<file path="config.mk">
export PLATFORM = sky130hd
export DESIGN_NAME = pixel_split_flat
export DESIGN_NICKNAME = d
export VERILOG_FILES = /design/src/rtl/pixel_split_pkg.sv /design/src/rtl/pixel_split_if.sv /design/src/rtl/pixel_fifo.sv /design/src/rtl/pixel_split.sv /design/src/flat_wrapper.sv
export SDC_FILE = /design/constraint.sdc
export NUM_CORES = 1
export LEC_CHECK = 0
export ABC_AREA = 1
export CORE_MARGIN = 10
export CORE_UTILIZATION = 24
export DETAILED_ROUTE_END_ITERATION = 8
export HOLD_SLACK_MARGIN = 0.02
export SKIP_CTS_REPAIR_TIMING = 1
export SLEW_MARGIN = 25
export SYNTH_ARGS = -nofsm -noshare
export SYNTH_HDL_FRONTEND = slang
export SYNTH_SLANG_ARGS = --single-unit
</file>
<file path="constraint.sdc">
create_clock -name clk -period 1.8 [get_ports clk]
set_input_delay 0.27 -clock clk [delete_from_list [all_inputs] [get_ports clk]]
set_output_delay 0.27 -clock clk [all_outputs]
set_load 0.005 [all_outputs]
</file>
<file path="src/rtl/pixel_split_pkg.sv">
// Shared defaults and routing-mode encodings for the pixel splitter.
package pixel_split_pkg;
   localparam int DW_DEF    = 8;
   localparam int DEPTH_DEF = 4;
   localparam int CW_DEF    = 16;

   typedef enum logic {
      MODE_SEL = 1'b0,
      MODE_THR = 1'b1
   } mode_e;
endpackage

</file>
<file path="src/rtl/pixel_split_if.sv">
// Valid/ready pixel stream: master drives data/valid, slave drives ready.
interface pixel_split_if
   import pixel_split_pkg::*;
#(
   parameter int DW = DW_DEF
);
   logic [DW-1:0] data;
   logic          valid;
   logic          ready;

   modport master (output data, output valid, input ready);
   modport slave  (input data, input valid, output ready);
endinterface

</file>
<file path="src/rtl/pixel_fifo.sv">
// First-word-fall-through pixel FIFO; head visible one cycle after a push into an empty FIFO.
// Push is ignored while full; push and pop may coincide at any non-full occupancy.
module pixel_fifo
   import pixel_split_pkg::*;
#(
   parameter int DW    = DW_DEF,
   parameter int DEPTH = DEPTH_DEF
) (
   input  logic          clk,
   input  logic          rst_n,
   input  logic          push,
   input  logic [DW-1:0] push_data,
   output logic          full,
   pixel_split_if.master deq
);
   localparam int AW = $clog2(DEPTH);

   logic [DW-1:0] mem [DEPTH];
   logic [AW:0]   wptr;
   logic [AW:0]   rptr;
   logic          empty;
   logic          do_push;
   logic          do_pop;

   // Pointer MSB is the wrap bit that tells full apart from empty.
   assign empty   = (wptr == rptr);
   assign full    = (wptr[AW] != rptr[AW]) && (wptr[AW-1:0] == rptr[AW-1:0]);
   assign do_push = push && !full;
   assign do_pop  = deq.ready && !empty;

   assign deq.valid = !empty;
   assign deq.data  = mem[rptr[AW-1:0]];

   always_ff @(posedge clk or negedge rst_n) begin
      if (!rst_n) begin
         wptr <= '0;
         rptr <= '0;
         for (int i = 0; i < DEPTH; i++) begin
            mem[i] <= '0;
         end
      end else begin
         if (do_push) begin
            mem[wptr[AW-1:0]] <= push_data;
            wptr              <= wptr + (AW+1)'(1);
         end
         if (do_pop) begin
            rptr <= rptr + (AW+1)'(1);
         end
      end
   end
endmodule

</file>
<file path="src/rtl/pixel_split.sv">
// Routes each accepted pixel to FIFO A or B (by select bit or threshold) and counts per-output accepts.
// One-cycle latency; input stalls whenever either FIFO is full.
module pixel_split
   import pixel_split_pkg::*;
#(
   parameter int DW    = DW_DEF,
   parameter int DEPTH = DEPTH_DEF,
   parameter int CW    = CW_DEF
) (
   input  logic          clk,
   input  logic          rst_n,
   pixel_split_if.slave  in_if,
   input  logic          mode,
   input  logic          in_sel,
   input  logic [DW-1:0] thresh,
   pixel_split_if.master a_if,
   pixel_split_if.master b_if,
   input  logic          clr,
   output logic [CW-1:0] cnt_a,
   output logic [CW-1:0] cnt_b
);
   logic a_full;
   logic b_full;
   logic to_b;
   logic accept;
   logic push_a;
   logic push_b;

   // Ready depends only on FIFO state so upstream never sees a data-dependent stall.
   assign in_if.ready = !a_full && !b_full;
   assign accept      = in_if.valid && in_if.ready;
   assign to_b        = (mode == MODE_THR) ? (in_if.data >= thresh) : in_sel;
   assign push_a      = accept && !to_b;
   assign push_b      = accept && to_b;

   pixel_fifo #(.DW(DW), .DEPTH(DEPTH)) u_fifo_a (
      .clk       (clk),
      .rst_n     (rst_n),
      .push      (push_a),
      .push_data (in_if.data),
      .full      (a_full),
      .deq       (a_if)
   );

   pixel_fifo #(.DW(DW), .DEPTH(DEPTH)) u_fifo_b (
      .clk       (clk),
      .rst_n     (rst_n),
      .push      (push_b),
      .push_data (in_if.data),
      .full      (b_full),
      .deq       (b_if)
   );

   always_ff @(posedge clk or negedge rst_n) begin
      if (!rst_n) begin
         cnt_a <= '0;
         cnt_b <= '0;
      end else if (clr) begin
         cnt_a <= '0;
         cnt_b <= '0;
      end else begin
         if (push_a) cnt_a <= cnt_a + CW'(1);
         if (push_b) cnt_b <= cnt_b + CW'(1);
      end
   end
endmodule

</file>
<file path="src/flat_wrapper.sv">
// flat-port wrapper written by rule: the top's interface ports become plain ports
module pixel_split_flat import pixel_split_pkg::*;
#(
   parameter int DW    = DW_DEF,
   parameter int DEPTH = DEPTH_DEF,
   parameter int CW    = CW_DEF
)
  (clk, rst_n, mode, in_sel, thresh, clr, cnt_a, cnt_b, in_if_data, in_if_valid, in_if_ready, a_if_data, a_if_valid, a_if_ready, b_if_data, b_if_valid, b_if_ready);
  pixel_split_if #(.DW(DW)) in_if_i ();
  pixel_split_if #(.DW(DW)) a_if_i ();
  pixel_split_if #(.DW(DW)) b_if_i ();
  input  logic clk;
  input  logic rst_n;
  input  logic mode;
  input  logic in_sel;
  input  logic [DW-1:0] thresh;
  input  logic clr;
  output logic [CW-1:0] cnt_a;
  output logic [CW-1:0] cnt_b;
  input wire logic [$bits(in_if_i.data)-1:0] in_if_data;
  input wire logic [$bits(in_if_i.valid)-1:0] in_if_valid;
  output wire logic [$bits(in_if_i.ready)-1:0] in_if_ready;
  output wire logic [$bits(a_if_i.data)-1:0] a_if_data;
  output wire logic [$bits(a_if_i.valid)-1:0] a_if_valid;
  input wire logic [$bits(a_if_i.ready)-1:0] a_if_ready;
  output wire logic [$bits(b_if_i.data)-1:0] b_if_data;
  output wire logic [$bits(b_if_i.valid)-1:0] b_if_valid;
  input wire logic [$bits(b_if_i.ready)-1:0] b_if_ready;
  assign in_if_i.data = in_if_data;
  assign in_if_i.valid = in_if_valid;
  assign in_if_ready = in_if_i.ready;
  assign a_if_data = a_if_i.data;
  assign a_if_valid = a_if_i.valid;
  assign a_if_i.ready = a_if_ready;
  assign b_if_data = b_if_i.data;
  assign b_if_valid = b_if_i.valid;
  assign b_if_i.ready = b_if_ready;
  pixel_split #(.DW(DW), .DEPTH(DEPTH), .CW(CW)) u_core (.clk(clk), .rst_n(rst_n), .in_if(in_if_i), .mode(mode), .in_sel(in_sel), .thresh(thresh), .a_if(a_if_i), .b_if(b_if_i), .clr(clr), .cnt_a(cnt_a), .cnt_b(cnt_b));
endmodule
</file>
Word level (Yosys, flattened, before mapping) --
Index checks and enable logic that the tools add are counted.
Word-level totals: register bits after elaboration 108, bits in latches 0, memories 0, ROM bits 0, output and inout bits 51, RAM bits 0, word-level logic and storage cells 73
Cells by class: add/subtract/negate cells 6, equal/unequal tests 6, reduce and logical (&&, ||, !) cells 19, multiplexer cells 17, shifts and indexed selects 0, div/mod/pow operators 0, bitwise operators 4, $mul 0, $lt $le $gt $ge 7
Operator list (number):
- $bwmux W32 | 2
- $mux W16 | 4
- $mux W8 | 6
- $add A16 B1 Y16 const B | 2
- $bmux W8 S2 | 2
- $demux W8 S2 | 2
- $add A3 B1 Y3 const B | 4
- $ge A3 B3 Y1 const B | 4
- $logic_and A1 B1 Y1 | 12
- $not A2 Y3 | 4
- $ge A8 B8 Y1 | 1
- $eq A3 B3 Y1 | 2
- $lt A3 B1 Y1 const B | 2
- $logic_not A1 Y1 | 5
- $eq A2 B2 Y1 | 2
- $reduce_bool A2 Y1 | 2
- $ne A1 B1 Y1 | 2
- $mux W1 | 1

Longest topological paths before layout --
Gate-level depths: netlist (run 1).
depth after elaboration 8, gate-level depth with buffers 16, mapped depth without buffers 14

Hierarchy --
Synthesis (run 1) repeated with hierarchy kept, for this count alone.
Second synthesis, totals: cell total of the unflattened synthesis 834, area total of the unflattened synthesis 6306.0 um^2
By module, submodules not included:
- pixel_fifo | cells each 239, area each 1948.1 um^2, seq. area each 950.9 um^2, instances 2
- pixel_split | cells each 356, area each 2409.8 um^2, seq. area each 800.8 um^2, instances 1

Worst setup path before layout (run 1) --
No wires, ideal clock.
path kind in2reg, start point input in_if_data[0], end point register u_core.cnt_a[10], path slack -33 ps, arrival time 1715 ps, stages on the path 16, data required time 1682 ps, path through buf_2 -> inv_1 -> ha_1 -> inv_1 -> nand2_1 -> nand2_1 -> nand2_1 -> nand2_1 -> nand2_1 -> nand2_1 -> nand2_2 -> nand2_2 -> nand2_2 -> buf_2 -> nand3_1 -> nand2_1
On the way: longest elaborated chain between the ends 5
Ends and longest elaborated chain:
- from (decl) | RTL line flat_wrapper.sv:20 | input wire logic [$bits(in_if_i.data)-1:0] in_if_data;
- $ge A8 B8 Y1 | RTL line pixel_split.sv:32 | assign to_b = (mode == MODE_THR) ? (in_if.data >= thresh) : in_sel;
- $mux W1 | RTL line pixel_split.sv:32
- $logic_not A1 Y1 | RTL line pixel_split.sv:33 | assign push_a = accept && !to_b;
- $logic_and A1 B1 Y1 | RTL line pixel_split.sv:33
- $reduce_bool A2 Y1 (no source line)
- to (signal assigned) | RTL line pixel_split.sv:62 | if (push_a) cnt_a <= cnt_a + CW'(1);
- to (decl) | RTL line pixel_split.sv:19 | output logic [CW-1:0] cnt_a,
No other way between the ends. A chain may end at the register's enable or synchronous reset.

Final worst setup path (run 1) --
start point register u_core.u_fifo_a.rptr[0], end point output a_if_data[7]
On the way: longest elaborated chain between the ends 4
Ends and longest elaborated chain:
- from (decl) | RTL line pixel_fifo.sv:20 | logic [AW:0] rptr;
- from (signal assigned) | RTL line pixel_fifo.sv:47 | rptr <= rptr + (AW+1)'(1);
- $not A2 Y3 (implied by the code) | RTL line pixel_fifo.sv:32 | assign deq.data = mem[rptr[AW-1:0]];
- $bmux W8 S2 | RTL line pixel_fifo.sv:32
- $mux W8 (implied by the code) (2 in series) | RTL line pixel_fifo.sv:32
- to (decl) | RTL line flat_wrapper.sv:23 | output wire logic [$bits(a_if_i.data)-1:0] a_if_data;
No other way between the ends. The select of a mux whose other input is x is not followed.

==> summary.txt, run 1 <==
Worst path depth: 6
Worst-path clk slew: 70 ps
R2R Path Start: u_core.u_fifo_b.rptr[1]
Core ar.: 0.0261 mm^2
Initial antenna violation count: 1
N_diodes: 0
CP Cell Sequence: buf_6 > buf_12 > buf_4 > o21ai_2 > o22ai_2 > buf_2
Fillers: 2,632
Setup WS post-layout: -36.1 ps
First-pass iteration count of the detailed router: 5
Most used DFF post-synth: dfrtp_1
Pin count of the biggest net entering global routing: 40
Post-layout nets: 990
Distinct cell type count after synthesis: 33
Count of mapped cells out of synthesis: 802
Area Overhead vs Synth: 46.0%
Critical path origin: u_core.u_fifo_a.rptr[0]
Reg area: 0.00271 mm^2
Worst Tran Pin Value: 482 ps
Pleak: 4.54 nW
Largest stage delay, worst path: 430 ps
Vias: 6,155
Layout cell share with drive strength beyond 1: 28.3%
Cell with the most instances after synthesis: nand2_1
CP Max Fanout: 7
Synth Net Count: 846
Kind of end point of the critical path: primary output
Synthesized area: 0.00634 mm^2
Final Hold Viols: 0
Dpl hpwl: 14.0 mm
First-pass GRT wire length: 31.0 mm
IO Pins: 75
Skew final: 7.16 ps
Die ar.: 0.0333 mm^2
Syn_area_per_cell: 7.91 um^2
Number of global-route vias before repair: 5,571
I/O Buffers: 74
Worst-Skew Late Latency: 360 ps
Worst r2r path cells: 12
Initial Util: 24.3%
Worst setup path class: flip-flop to primary output
Worst EP arrival: 1570 ps
Slew Limit Fails: 0
Die Ht: 183 um
WHS: 415 ps
Slew headroom: 67.9%
Residual DRC: 0
Final wirelength: 21.8 mm
CP Launch Type: flip-flop
Critical path's top delay family: buffers and inverters
Tot GR Track Use: 11.6%
Clock root cell: clkbuf_16
Vias per Instance: 4.79
Yosys reg bits: 108
CTS tree: built
RePlAce Congestion: 0.847
R2r endpoint: u_core.cnt_b[15]
Sink Count: 108
Failing checks: setup timing
R2r setup slk: 0 ps
Worst path required time: 1530 ps
Synth top cells by count: nand2_1 (244), dfrtp_1 (108), nand4_1 (94), nor2_1 (76), inv_1 (51)
Critical path's slowest cell: dfrtp_2
Area of the multi-input gates: 0.00357 mm^2
ANT nets after route: 0
Peak supply drop: 0.579 mV
Synth async-reset ratio: 100%
Top post-synthesis cells by area: dfrtp_1 (43%), nand2_1 (14%), nand4_1 (9.3%)
RSZ-0062 raised after global routing: yes
Setup crit end: a_if_data[7]
Crit path time final: 1840 ps
Num CTS Buffers: 9
Post-synth top area cell: dfrtp_1
Number of max-cap violations: 0
Global route overflow: 0
Worst hold path type: input pin to async pin
F_max: 0.545 GHz
Std-Cell Rows: 59
Iteration-0 DRC Markers: 568
Die X: 183 um
Yosys warns: 0
Post-synth top area share: 42.6%
H-tree levels: 3
Final period util: 102%
Outcome: finished with violations
Final setup vio count: 3
Sequential area share after synthesis: 42.6%
Drt wl/cell: 17.0 um
WP buf/inv: 4
Clock tree buffer depth: 2
Power density cells: 1430 mW/mm^2
EDFF count, synth: 0
Final Power: 13.3 mW
## through the flow
step | setup TNS, ps | instances | area [um^2] | setup WS, ps | util (%)
2_1_floorplan | 0 | 802 | 6350 | 22.4 | -
3_3_place_gp | -48760 | 1234 | 7900 | -525 | 30.3
3_5_place_dp | -50980 | 1234 | 7900 | -553 | 30.3
4_1_cts | -19830 | 1248 | 8190 | -507 | 31.4
5_1_grt | -3900 | 1284 | 9260 | -112 | 35.5
6_report | -65.4 | 1284 | 9260 | -36.1 | 35.5
## layout make-up
| class | instances | area share [%] |
|---|---|---|
| multi-input cells | 590 | 38.5 |
| flip-flops and latches | 108 | 29.2 |
| repair buffers | 183 | 22.3 |
| well taps | 335 | 4.53 |
| clock buffers | 10 | 2.58 |
| inverters | 54 | 2.30 |
| clock inverters | 4 | 0.554 |
## logic make-up (layout without fill, tap and decap cells)
kind of cell    after synthesis  after routing  synth area share [%]
compound gates               55             55                  4.76
xor+xnor                     30             30                  4.14
flops                       108            108                  42.6
fa+ha+maj                    20             20                  3.95
buf+inv                     106            251                  8.86
simple gates                483            485                  35.7
## layer usage
| layer | global-route usage (%) | routed length [um] | up-vias |
|---|---|---|---|
| li1 | - | - | 2966 |
| met5 | 0 | 0 | - |
| met1 | 15.7 | 9970 | 2978 |
| met4 | 3.68 | 442 | 0 |
| met2 | 17.6 | 10000 | 183 |
| met3 | 2.95 | 1370 | 28 |
## worst min path at each step
stage / startpoint / endpoint / slack (ps) / cells after the start
floorplan: rst_n / u_core.cnt_a[0] / -30 / 0
global placement: rst_n / u_core.cnt_a[10] / 270 / 1
detailed placement: rst_n / u_core.cnt_a[10] / 260 / 1
CTS: rst_n / u_core.cnt_a[10] / -120 / 1
global route: in_if_data[2] / u_core.u_fifo_a.mem[18] / 400 / 4
finish: rst_n / u_core.cnt_a[10] / 420 / 2
## layout by cell type, fill, tap and decap left out, types with 11 or more instances in the layout
cell type	synthesis	layout
o21ai_1	0	12
nor2_1	76	65
buf_4	9	55
inv_1	51	40
o21ai_0	35	11
nand2_1	244	200
nand3_1	46	38
buf_6	11	21
nand4_1	94	94
buf_12	0	20
nand2_2	8	44
dlymetal6s2s_1	0	20
dfrtp_1	108	105
clkdlybuf4s50_1	0	38
o21ai_2	0	12
inv_2	1	11
xor2_1	26	26
clkbuf_16	0	19
ha_1	20	16
## registers in the layout, summed over array words and instances (netlist names)
name / flops
u_core.u_fifo_b.mem: 32
u_core.cnt_b: 16
u_core.u_fifo_a.mem: 32
u_core.cnt_a: 16
u_core.u_fifo_a.wptr: 3
u_core.u_fifo_b.rptr: 3
u_core.u_fifo_b.wptr: 3
u_core.u_fifo_a.rptr: 3
## power by group
group          switching, mW  internal (mW)  leakage (nW)
sequential             0.691           3.26          1.40
clock                  0.912           1.10         0.140
combinational           3.89           3.41          3.00
No activity file was read; power rests on OpenSTA's default activity.
==> inputs of run 2 (changes only) <==
--- a/config.mk
+++ b/config.mk
@@ -6,6 +6,7 @@
 export NUM_CORES = 1
 export LEC_CHECK = 0
 export ABC_AREA = 1
+export CORE_ASPECT_RATIO = 0.7
 export CORE_MARGIN = 10
 export CORE_UTILIZATION = 24
 export DETAILED_ROUTE_END_ITERATION = 8
==> summary.txt, run 2 (synthesis gave the netlist of run 1 again) <==
Pleak: 4.38 nW (was 4.54 nW)
Initial antenna violation count: 0 (was 1)
Crit path time final: 1960 ps (was 1840 ps)
Slew headroom: 73.2% (was 67.9%)
Net Sw Frac: 42.6% (was 41.4%)
IO Pins: 75 (unchanged)
Power density cells: 1430 mW/mm^2 (about the same)
Psw: 5.56 mW (was 5.49 mW)
Setup WS post-layout: -158 ps (was -36.1 ps)
Residual DRC: 0 (unchanged)
H-tree levels: 3 (unchanged)
Vias per Instance: 4.75 (was 4.79)
Worst-Skew Late Latency: 360 ps (about the same)
Dpl hpwl: 14.3 mm (was 14.0 mm)
Final wirelength: 21.6 mm (was 21.8 mm)
Number of max-cap violations: 0 (unchanged)
Final period util: 109% (was 102%)
CP Max Fanout: 6 (was 7)
Num CTS Buffers: 9 (unchanged)
Final Hold Viols: 0 (unchanged)
Layout cell share with drive strength beyond 1: 26.2% (was 28.3%)
Sink Count: 108 (unchanged)
N_diodes: 0 (unchanged)
Most common cell after layout, fill and taps aside: nand2_1 (unchanged)
Clock power share: 15.4% (was 15.2%)
Number of global-route vias before repair: 5,811 (was 5,571)
Register share of total power: 30.2% (was 29.8%)
RePlAce Congestion: 0.844 (was 0.847)
Outcome: finished with violations (unchanged)
Worst Tran Pin Value: 400 ps (was 482 ps)
Kind of end point of the critical path: flip-flop (was primary output)
First-pass GRT wire length: 32.4 mm (was 31.0 mm)
CP Launch Type: flip-flop (unchanged)
Worst-path clk slew: 80 ps (was 70 ps)
F_max: 0.511 GHz (was 0.545 GHz)
First-pass iteration count of the detailed router: 7 (was 5)
Iteration-0 DRC Markers: 601 (was 568)
Worst EP arrival: 2200 ps (was 1570 ps)
Tot GR Track Use: 11.9% (was 11.6%)
Drt wl/cell: 16.6 um (was 17.0 um)
Final setup vio count: 110 (was 3)
Peak supply drop: 0.716 mV (was 0.579 mV)
Die X: 214 um (was 183 um)
Vias: 6,149 (was 6,155)
Die ar.: 0.0334 mm^2 (was 0.0333 mm^2)
Clock root cell: clkbuf_16 (unchanged)
Post-layout nets: 977 (was 990)
Slew Limit Fails: 0 (unchanged)
Clock tree buffer depth: 2 (unchanged)
Final Power: 13.1 mW (was 13.3 mW)
Failing checks: setup timing (unchanged)
Global route overflow: 0 (unchanged)
Worst setup path class: flip-flop to flip-flop (was flip-flop to primary output)
Most frequent cells in the layout: nand2_1 (208), dfrtp_1 (107), nand4_1 (94), nor2_1 (65), buf_4 (47) (was nand2_1 (200), dfrtp_1 (105), nand4_1 (94), nor2_1 (65), buf_4 (55))
Std-Cell Rows: 49 (was 59)
Logic pwr share: 54.4% (was 55.0%)
Worst path required time: 2050 ps (was 1530 ps)
Area Overhead vs Synth: 43.6% (was 46.0%)
WHS: 393 ps (was 415 ps)
Pint: 7.50 mW (was 7.77 mW)
CTS tree: built (unchanged)
Initial Util: 24.5% (was 24.3%)
I/O Buffers: 74 (unchanged)
Worst hold path type: input pin to async pin (unchanged)
Die Ht: 156 um (was 183 um)
Skew final: 11.6 ps (was 7.16 ps)
Pin count of the biggest net entering global routing: 41 (was 40)
ANT nets after route: 0 (unchanged)
RSZ-0062 raised after global routing: yes (unchanged)
Core ar.: 0.0259 mm^2 (was 0.0261 mm^2)
Regs by FF count: u_core.u_fifo_a.mem x32, u_core.u_fifo_b.mem x32 (unchanged)
## run 2: path summary, 6_finish.rpt
path                                          from                       to  slack [ps]  cells past startpoint
hold / removal                               rst_n         u_core.cnt_a[10]         390                      2
setup reg to reg           u_core.u_fifo_a.rptr[0]  u_core.u_fifo_b.wptr[0]        -160                     10
max in group asynchronous                    rst_n  u_core.u_fifo_b.mem[30]         820                      3
setup / recovery           u_core.u_fifo_a.rptr[0]  u_core.u_fifo_b.wptr[0]        -160                     10
hold reg to reg            u_core.u_fifo_a.mem[20]  u_core.u_fifo_a.mem[20]         470                      2
min in group clk                     in_if_data[0]   u_core.u_fifo_a.mem[8]         390                      4
## run 2: area by class of cell
cell class | count | area [um^2]
timing repair buffer | 169 | 1850
clock buffer | 10 | 229
clock inverter | 6 | 56.3
tap | 357 | 447
multi-input combinational | 591 | 3610
fill | 2671 | 16800
inverter | 54 | 210
sequential | 108 | 2700
## run 2: worst max-delay path, stage by stage, from the launching register on
cell	delay (ps)
dfrtp_1	420
buf_6	130
buf_8	120
xnor2_4	130
nand3_4	110
nand2_4	70
buf_6	140
nor2_4	180
nand3_4	210
buf_6	180
xor2_1	130
## run 2: power by group through the flow
stage | Combinational (mW) | Sequential, mW | Clock (mW)
detailed placement | 5.95 | 3.80 | 0
global route | 7.78 | 4.03 | 2.15
CTS | 5.97 | 3.77 | 2.04
floorplan | 3.27 | 3.64 | 0
global placement | 5.87 | 3.79 | 0
finish | 7.11 | 3.94 | 2.01
## run 2: stage by stage
stage               area (um^2)  setup slack, ps  TNS [ps]  instances  util (%)
finish                     9110             -158    -10740       1295      35.2
global route               9110             -238    -20070       1295      35.2
CTS                        8210             -488    -15250       1268      31.7
detailed placement         7920             -497    -46260       1252      30.6
global placement           7920             -482    -45040       1252      30.6
floorplan                  6350             22.4         0        802         -
## run 2: metal layers
| metal | GRT usage [%] | wire [um] |
|---|---|---|
| met4 | 2.29 | 233 |
| met5 | 0 | 0 |
| met1 | 16.7 | 10400 |
| met3 | 3.39 | 1550 |
| met2 | 17.8 | 9350 |
==> inputs of run 3 (changes only) <==
--- a/config.mk
+++ b/config.mk
@@ -8,8 +8,9 @@
 export ABC_AREA = 1
 export CORE_ASPECT_RATIO = 0.7
 export CORE_MARGIN = 10
-export CORE_UTILIZATION = 24
+export CORE_UTILIZATION = 40
 export DETAILED_ROUTE_END_ITERATION = 8
+export DONT_BUFFER_PORTS = 1
 export HOLD_SLACK_MARGIN = 0.02
 export SKIP_CTS_REPAIR_TIMING = 1
 export SLEW_MARGIN = 25
==> summary.txt, run 3 (synthesis gave the netlist of run 1 again) <==
Outcome: finished with violations (unchanged)
Failing checks: hold timing (was setup timing)
Most frequent cells in the layout: nand2_1 (238), dfrtp_1 (106), nand4_1 (94), nor2_1 (75), buf_4 (49) (was nand2_1 (208), dfrtp_1 (107), nand4_1 (94), nor2_1 (65), buf_4 (47))
Regs by FF count: u_core.u_fifo_a.mem x32, u_core.u_fifo_b.mem x32 (unchanged)
Placed inst area: 0.00674 mm^2 (was 0.00792 mm^2)
Core ar.: 0.0155 mm^2 (was 0.0259 mm^2)
CP Launch Type: flip-flop (unchanged)
Area of the multi-input gates: 0.00319 mm^2 (was 0.00361 mm^2)
Logic pwr share: 48.3% (was 54.4%)
Die Ht: 125 um (was 156 um)
Pin count of the biggest net entering global routing: 109 (was 41)
Residual DRC: 0 (unchanged)
Reg area: 0.00271 mm^2 (was 0.00270 mm^2)
Fillers: 1,491 (was 2,671)
Register share of total power: 34.1% (was 30.2%)
Global route overflow: 0 (unchanged)
Placed insts: 1,001 (was 1,252)
Slew headroom: 70.2% (was 73.2%)
I/O Buffers: 0 (was 74)
Peak supply drop: 0.713 mV (was 0.716 mV)
CTS tree: built (unchanged)
Layout cell share with drive strength beyond 1: 16.4% (was 26.2%)
RSZ-0062 raised after global routing: yes (unchanged)
Worst setup path class: flip-flop to primary output (was flip-flop to flip-flop)
Worst hold path type: input pin to async pin (unchanged)
Vias: 5,565 (was 6,149)
ANT nets after route: 0 (unchanged)
Net Sw Frac: 42.0% (was 42.6%)
First-pass iteration count of the detailed router: 5 (was 7)
Clock power share: 17.7% (was 15.4%)
Final setup vio count: 0 (was 110)
Worst path required time: 1530 ps (was 2050 ps)
Initial antenna violation count: 0 (unchanged)
Die X: 170 um (was 214 um)
Drt wl/cell: 17.3 um (was 16.6 um)
Num CTS Buffers: 9 (unchanged)
Pint: 6.58 mW (was 7.50 mW)
Critical path's slowest cell: dfrtp_2 (was dfrtp_1)
Worst Tran Pin Value: 444 ps (was 400 ps)
CP Cell Sequence: buf_12 > buf_4 > o21ai_0 > o22ai_2 (was buf_6 > buf_8 > xnor2_4 > nand3_4 > nand2_4 > buf_6 > nor2_4 > nand3_4 > buf_6 > xor2_1)
Sink Count: 108 (unchanged)
Largest stage delay, worst path: 450 ps (was 420 ps)
RePlAce Congestion: 0.837 (was 0.844)
Tot GR Track Use: 16.6% (was 11.9%)
Kind of end point of the critical path: primary output (was flip-flop)
IO Pins: 75 (unchanged)
Worst-path clk slew: 80 ps (about the same)
Crit path time final: 1780 ps (was 1960 ps)
N_diodes: 0 (unchanged)
Number of global-route vias before repair: 5,076 (was 5,811)
First-pass GRT wire length: 28.7 mm (was 32.4 mm)
Power density cells: 1540 mW/mm^2 (was 1430 mW/mm^2)
Design area: 0.00736 mm^2 (was 0.00911 mm^2)
Pleak: 3.72 nW (was 4.38 nW)
Number of max-cap violations: 0 (unchanged)
Post-layout nets: 875 (was 977)
Clock root cell: clkbuf_16 (unchanged)
Iteration-0 DRC Markers: 467 (was 601)
Core Util, Final: 47.5% (was 35.2%)
WHS: -400 ps (was 393 ps)
Dpl hpwl: 12.2 mm (was 14.3 mm)
Clock tree buffer depth: 2 (unchanged)
Psw: 4.76 mW (was 5.56 mW)
Final period util: 99.0% (was 109%)
Final Hold Viols: 108 (was 0)
Initial Util: 40.9% (was 24.5%)
Die ar.: 0.0214 mm^2 (was 0.0334 mm^2)
Slew Limit Fails: 0 (unchanged)
CP Max Fanout: 10 (was 6)
Worst EP arrival: 1510 ps (was 2200 ps)
Finished Layout Cells: 1,036 (was 1,295)
Worst-Skew Late Latency: 360 ps (about the same)
Final wirelength: 17.9 mm (was 21.6 mm)
F_max: 0.561 GHz (was 0.511 GHz)
Skew final: 13.5 ps (was 11.6 ps)
H-tree levels: 3 (unchanged)
Std-Cell Rows: 38 (was 49)
Vias per Instance: 5.37 (was 4.75)
Area Overhead vs Synth: 16.1% (was 43.6%)
Most common cell after layout, fill and taps aside: nand2_1 (unchanged)
==> run 3: cell count changes in the layout (fill, tap and decap cells not counted), sizes merged <==
cell           before  now
buf               101   69
clkbuf             19   10
clkdlybuf4s50      46    0
clkinv              3    2
clkinvlp            1    2
dlygate4sd3         1    0
dlymetal6s2s       12    0
inv                56   57
nand2             254  253
nand4              96   95
nor2               78   77
==> run 3: cell type report <==
cell class	instances	share of cell area (%)
Clock buffer	9	3.06
Clock inverter	7	0.900
Inverter	54	2.79
Multi-Input combinational cell	588	43.4
Sequential cell	108	36.7
Tap cell	200	3.40
Timing Repair Buffer	70	9.75
==> run 3: through the flow <==
step	setup TNS (ps)	setup WS (ps)	total power, mW
floorplan	0	22.4	6.92
global placement	-891	-74.2	8.39
detailed placement	-2120	-62.2	8.43
CTS	-525	-183	10.4
global route	-148	-55.6	12.2
finish	0	17.3	11.3
==> run 3: per-layer routing <==
| layer | share of wire (%) | up-vias | track usage, % | wire [um] |
|---|---|---|---|---|
| li1 | - | 2733 | - | - |
| met1 | 49 | 2630 | 25.1 | 8710 |
| met2 | 42 | 189 | 22.7 | 7510 |
| met3 | 8.6 | 13 | 5.06 | 1550 |
| met4 | 0.63 | 0 | 2.93 | 112 |
| met5 | 0 | - | 0 | 0 |
==> run 3: worst max-delay path, delay by kind of cell, from the launching register on <==
kind / cells / cell delay (ps)
flip-flops: 1 / 450
buffers and inverters: 2 / 300
AO/OA/AOI/OAI: 2 / 390
==> run 3: worst paths after layout <==
path / to / start / slack, ps / depth (start not counted)
max: b_if_data[6] / u_core.u_fifo_b.rptr[0] / 20 / 4
min: u_core.cnt_a[10] / rst_n / -400 / 0
max reg2reg: u_core.cnt_a[7] / u_core.u_fifo_a.rptr[0] / 50 / 9
min reg2reg: u_core.u_fifo_a.mem[21] / u_core.u_fifo_a.mem[21] / 480 / 2
max in group asynchronous: u_core.cnt_b[0] / rst_n / 1960 / 0
min in group clk: u_core.cnt_b[8] / clr / 50 / 3
==> run 3: power by group through the flow <==
| stage | Sequential, mW | Clock (mW) | Combinational [mW] |
|---|---|---|---|
| 2_1_floorplan | 3.64 | 0 | 3.27 |
| 3_3_place_gp | 3.85 | 0 | 4.54 |
| 3_5_place_dp | 3.83 | 0 | 4.60 |
| 4_1_cts | 3.79 | 2.03 | 4.61 |
| 5_1_grt | 3.96 | 2.14 | 6.09 |
| 6_report | 3.86 | 2.00 | 5.48 |
